**config.mk**
```make
export PLATFORM = sky130hd
export DESIGN_NAME = uart_tx_arbiter
export DESIGN_NICKNAME = d
export VERILOG_FILES = /design/src/rtl/uart_tx_arbiter.sv
export SDC_FILE = /design/constraint.sdc
export NUM_CORES = 1
export LEC_CHECK = 0
export ABC_AREA = 1
export BUFFER_PORTS_ARGS = -buffer_cell sky130_fd_sc_hd__buf_2
export CELL_PAD_IN_SITES_DETAIL_PLACEMENT = 1
export CELL_PAD_IN_SITES_GLOBAL_PLACEMENT = 1
export CORE_AREA = 10 10 94 96
export DETAILED_ROUTE_END_ITERATION = 8
export DIE_AREA = 0 0 104 106
export PLACE_DENSITY_LB_ADDON = 0.1
export SYNTH_ARGS = -nofsm -noshare
export SYNTH_HDL_FRONTEND = slang
export SYNTH_SLANG_ARGS = --single-unit
```
**constraint.sdc**
```tcl
create_clock -name clk -period 3.38 [get_ports clk]
set_input_delay 0.676 -clock clk [delete_from_list [all_inputs] [get_ports clk]]
set_output_delay 0.676 -clock clk [all_outputs]
set_load 0.005 [all_outputs]
```
**src/rtl/uart_tx_arbiter.sv**
```systemverilog
// uart_tx_arbiter
//   Round-robin arbiter that lets NREQ byte producers share one UART TX FIFO.
//   A requester that holds lock keeps the grant across consecutive bytes
//   (one byte per 2 cycles). Without lock, ownership is re-arbitrated after
//   every byte (one byte per 3 cycles). A locked owner that goes quiet for
//   TIMEOUT cycles is forcibly released.
//
// Ports
//   clk, rst_n      clock, asynchronous active-low reset
//   req[NREQ]       per-requester byte valid
//   lock[NREQ]      per-requester keep-grant request
//   data            requester i byte at [i*DATA_WIDTH +: DATA_WIDTH]
//   ack[NREQ]       one-cycle pulse to the requester whose byte was pushed
//   grant[NREQ]     one-hot current owner, zero when no owner
//   tx_byte         registered byte to the TX FIFO
//   transmit        registered one-cycle push strobe to the TX FIFO
//   tx_fifo_full    TX FIFO full flag; the owner stalls while it is high
//   timeout_evt     one-cycle pulse when a lock is forcibly released
module uart_tx_arbiter #(
  parameter int NREQ       = 4,
  parameter int DATA_WIDTH = 8,
  parameter int TIMEOUT    = 255
) (
  input  logic                       clk,
  input  logic                       rst_n,
  input  logic [NREQ-1:0]            req,
  input  logic [NREQ-1:0]            lock,
  input  logic [NREQ*DATA_WIDTH-1:0] data,
  output logic [NREQ-1:0]            ack,
  output logic [NREQ-1:0]            grant,
  output logic [DATA_WIDTH-1:0]      tx_byte,
  output logic                       transmit,
  input  logic                       tx_fifo_full,
  output logic                       timeout_evt
);

  localparam int IW = (NREQ > 1) ? $clog2(NREQ) : 1;

  typedef enum logic [1:0] {IDLE, OWN, WAIT} state_t;

  state_t                       state, state_nxt;
  logic [IW-1:0]                owner, owner_nxt;
  logic [IW-1:0]                last_owner, last_owner_nxt;
  logic [7:0]                   hold_cnt, hold_nxt;
  logic [NREQ-1:0]              grant_nxt, ack_nxt;
  logic                         transmit_nxt, timeout_nxt;
  logic [DATA_WIDTH-1:0]        tx_byte_nxt;

  // Per-lane view of the flat data bus.
  logic [NREQ-1:0][DATA_WIDTH-1:0] lane_data;

  for (genvar g = 0; g < NREQ; g++) begin : g_lane
    assign lane_data[g] = data[g*DATA_WIDTH +: DATA_WIDTH];
  end

  // Round-robin pick: scan from last_owner+1 and wrap, so the requester
  // served most recently has the lowest priority.
  logic          pick_vld;
  logic [IW-1:0] pick_idx;
  logic [IW-1:0] cand;

  always_comb begin
    pick_vld = 1'b0;
    pick_idx = '0;
    cand     = '0;
    for (int k = 1; k <= NREQ; k++) begin
      cand = IW'((int'(last_owner) + k) % NREQ);
      if (!pick_vld && req[cand]) begin
        pick_vld = 1'b1;
        pick_idx = cand;
      end
    end
  end

  logic [NREQ-1:0] pick_1hot;
  assign pick_1hot = {{(NREQ-1){1'b0}}, 1'b1} << pick_idx;

  // Next-state and registered-output logic.
  always_comb begin
    state_nxt      = state;
    owner_nxt      = owner;
    last_owner_nxt = last_owner;
    hold_nxt       = hold_cnt;
    grant_nxt      = grant;
    ack_nxt        = '0;
    transmit_nxt   = 1'b0;
    timeout_nxt    = 1'b0;
    tx_byte_nxt    = tx_byte;
    case (state)
      IDLE: begin
        grant_nxt = '0;
        if (pick_vld) begin
          owner_nxt = pick_idx;
          grant_nxt = pick_1hot;
          hold_nxt  = '0;
          state_nxt = OWN;
        end
      end
      OWN: begin
        if (req[owner]) begin
          // While the FIFO is full the owner just waits; no rotation.
          if (!tx_fifo_full) begin
            tx_byte_nxt    = lane_data[owner];
            transmit_nxt   = 1'b1;
            ack_nxt        = grant;
            last_owner_nxt = owner;
            hold_nxt       = '0;
            state_nxt      = WAIT;
          end
        end else if (!lock[owner]) begin
          last_owner_nxt = owner;
          grant_nxt      = '0;
          state_nxt      = IDLE;
        end else begin
          hold_nxt = hold_cnt + 8'd1;
          if (hold_cnt + 8'd1 >= 8'(TIMEOUT)) begin
            timeout_nxt    = 1'b1;
            last_owner_nxt = owner;
            grant_nxt      = '0;
            state_nxt      = IDLE;
          end
        end
      end
      WAIT: begin
        // Ack cycle: requester updates req/data/lock before it ends.
        if (lock[owner]) begin
          hold_nxt  = '0;
          state_nxt = OWN;
        end else begin
          grant_nxt = '0;
          state_nxt = IDLE;
        end
      end
      default: begin
        grant_nxt = '0;
        state_nxt = IDLE;
      end
    endcase
  end

  always_ff @(posedge clk or negedge rst_n) begin
    if (!rst_n) begin
      state       <= IDLE;
      owner       <= '0;
      last_owner  <= IW'(NREQ-1);
      hold_cnt    <= '0;
      grant       <= '0;
      ack         <= '0;
      transmit    <= 1'b0;
      timeout_evt <= 1'b0;
      tx_byte     <= '0;
    end else begin
      state       <= state_nxt;
      owner       <= owner_nxt;
      last_owner  <= last_owner_nxt;
      hold_cnt    <= hold_nxt;
      grant       <= grant_nxt;
      ack         <= ack_nxt;
      transmit    <= transmit_nxt;
      timeout_evt <= timeout_nxt;
      tx_byte     <= tx_byte_nxt;
    end
  end

endmodule

```
==> impl_metrics.json <==
{
  "status": "finished, final reports clean",
  "maxCapViolations": 0,
  "met3_usage_pct": 4.17,
  "use_met1_pct": 13.3,
  "cts_root_buf": "clkbuf_8",
  "maxSlewViolCount": 0,
  "cts_setup_buffers": 0,
  "grt_setup_unrepaired": "false",
  "yosys_warnings": 0,
  "worstPathArrival_ns": 2.61,
  "ir_drop_mv": 0.282,
  "drtIter0Drc": 31,
  "worstPathRequired_ns": 3.59,
  "drt_pass1_iterations": 4,
  "timing.hold.ws_ns": 0.450,
  "grt_max_degree": 33,
  "relSlewSlack_pct": 50.6,
  "dp_hpwl_mm": 4.84,
  "wl_mm": 6.06,
  "syn_area_um2": 2040,
  "synthTopCellsByArea": "dfrtp_1 (37%), nand2_1 (16%), nor2_1 (10%)",
  "p_leak_nw": 1.35,
  "crit_start": "owner[0]$_DFFE_PN0P_",
  "cts.path.max_buffers": 2,
  "gr-usage-met2_pct": 19.7,
  "antenna_found_initial": 0,
  "routed_via_density": 4.41,
  "drc": 0,
  "p_per_area_nw_per_um2": 854,
  "antenna_cells": 0,
  "max_slew.worst_pin.slew_ns": 0.741,
  "grt_pass1_wl_mm": 10.6,
  "area_growth_pct": 23.0,
  "final_common_cell": "nand2_1",
  "die_h_um": 106,
  "final_nets": 400,
  "grt_pass1_vias": 2244,
  "cp_max_fo": 22,
  "r2r_start": "owner[0]$_DFFE_PN0P_",
  "path_class": "flip-flop to flip-flop",
  "gp_congestion": 0.785,
  "fillers": 928,
  "finalPower_mw": 2.15,
  "syn_nets": 341,
  "cts.clk_slew.worst_paths_ns": 0.08,
  "fin_setup_tns_ns": 0,
  "worstSetupEndpointType": "flip-flop",
  "synth_top_area_share_pct": 36.8,
  "num_vias": 2008,
  "portBuffers": 60,
  "hold_viol_final": 0,
  "ys_seq_elements": 32,
  "htree_levels": 2,
  "dieArea_um2": 11000,
  "post-route-min-period_ns": 2.41,
  "cts_tree": "yes",
  "fin_crit_sh_pct": 71.2,
  "placementRows": 31,
  "grt_usage_pct": 11.5,
  "gr-max-usage-layer": "met2",
  "hold_class": "input port to asynchronous set/reset pin",
  "max_freq_ghz": 0.415,
  "synth_top_area_cell": "dfrtp_1",
  "post_cts_resize_count": 0,
  "avgRoutedWirePerCell_um": 13.3,
  "layout_common_cells": "nand2_1 (86), buf_2 (60), nor2_1 (55)",
  "clock_latency_ns": 0.29,
  "core_area_um2": 7060,
  "syn_area_per_cell_um2": 6.90,
  "cts_inserted_buffers": 5,
  "syn_inst": 296,
  "pre_cts_slack_ns": 0.945,
  "seq_area_frac_synth_pct": 39.3,
  "setup_violations": 0,
  "io_pins": 61,
  "cp-start-kind": "flip-flop",
  "drive_above_1_share_pct": 24.7,
  "ant_nets": 0,
  "die_w_um": 104,
  "synthDistinctLibCells": 31,
  "gr-total-overflow": 0,
  "cts.sinks": 32,
  "hold_buffers": 0,
  "fin_skew_ns": 0.0128,
  "fin_ws_ns": 0.973,
  "start_util_pct": 28.9
}
[cells by family (layout without fill, tap and decap cells)]
| logic type | Yosys count | in the layout | share of synthesized area, % |
|---|---|---|---|
| compound gates | 41 | 41 | 11.0 |
| xor+xnor | 4 | 4 | 1.72 |
| fa+ha+maj | 2 | 2 | 1.23 |
| buf+inv | 41 | 101 | 9.07 |
| flops | 32 | 32 | 39.3 |
| simple gates | 176 | 176 | 37.6 |
[per-stage QoR]
stage,cell area (um^2),util [%],std cells
6_report,2510,35.6,455
5_1_grt,2510,35.6,455
4_1_cts,2510,35.6,455
3_5_place_dp,2400,34.1,447
3_3_place_gp,2400,34.1,447
2_1_floorplan,2040,-,296
[cell usage after synthesis (all sizes together)]
cell         count
nor2            62
dlygate4sd1      1
nand4            3
nor3             1
inv             33
o31ai            1
dfstp            2
buf              4
a31oi            9
o21bai           1
dfrtp           30
nand2           90
or2              1
clkbuf           3
ha               2
o21ai           26
xnor2            2
nand3           19
xor2             2
a21oi            4
[flip-flops by register name (all words and copies together), names as in the netlist]
name / flops
hold_cnt: 8
tx_byte: 8
ack: 4
grant: 4
last_owner: 2
owner: 2
state: 2
timeout_evt: 1
transmit: 1
[report_power, final]
group | leakage [nW] | switching (mW) | internal (mW)
combinational | 0.886 | 0.728 | 0.390
clock | 0.0552 | 0.145 | 0.219
sequential | 0.405 | 0.155 | 0.508
[worst paths after layout]
kind                       slack [ns]  cells past startpoint                 endpoint
max in group asynchronous        2.45                      1     owner[1]$_DFFE_PN0P_
min reg2reg                      0.50                      2  hold_cnt[4]$_DFFE_PN0P_
min                              0.45                      1     grant[3]$_DFFE_PN0P_
min in group clk                 0.50                      2  hold_cnt[4]$_DFFE_PN0P_
max reg2reg                      0.97                      8     state[0]$_DFFE_PN0P_
max                              0.97                      8     state[0]$_DFFE_PN0P_
[worst max-delay path: stages (launching register included)]
cell	delay, ns
dfrtp_1	0.80
inv_1	0.48
nand2_1	0.15
nand3_1	0.09
nand2_1	0.15
nand2_1	0.11
nor2_2	0.32
nand2_1	0.10
a31oi_1	0.13
[layer usage]
metal / vias up / routed length (um) / share of wire (%)
li1: 1047 / - / -
met1: 915 / 2830 / 47
met2: 41 / 2840 / 47
met3: 5 / 320 / 5.3
met4: 0 / 70 / 1.2
met5: - / 0 / 0
[final cells by class]
cell class	count	area [um^2]	area share [%]
multi-input combinational	223	1050	41.9
tap	99	124	4.93
sequential	32	803	32.0
clock inverter	2	35.0	1.39
clock buffer	6	72.6	2.89
timing repair buffer	60	300	12.0
inverter	33	124	4.93
(Power assumes the default switching activity.)
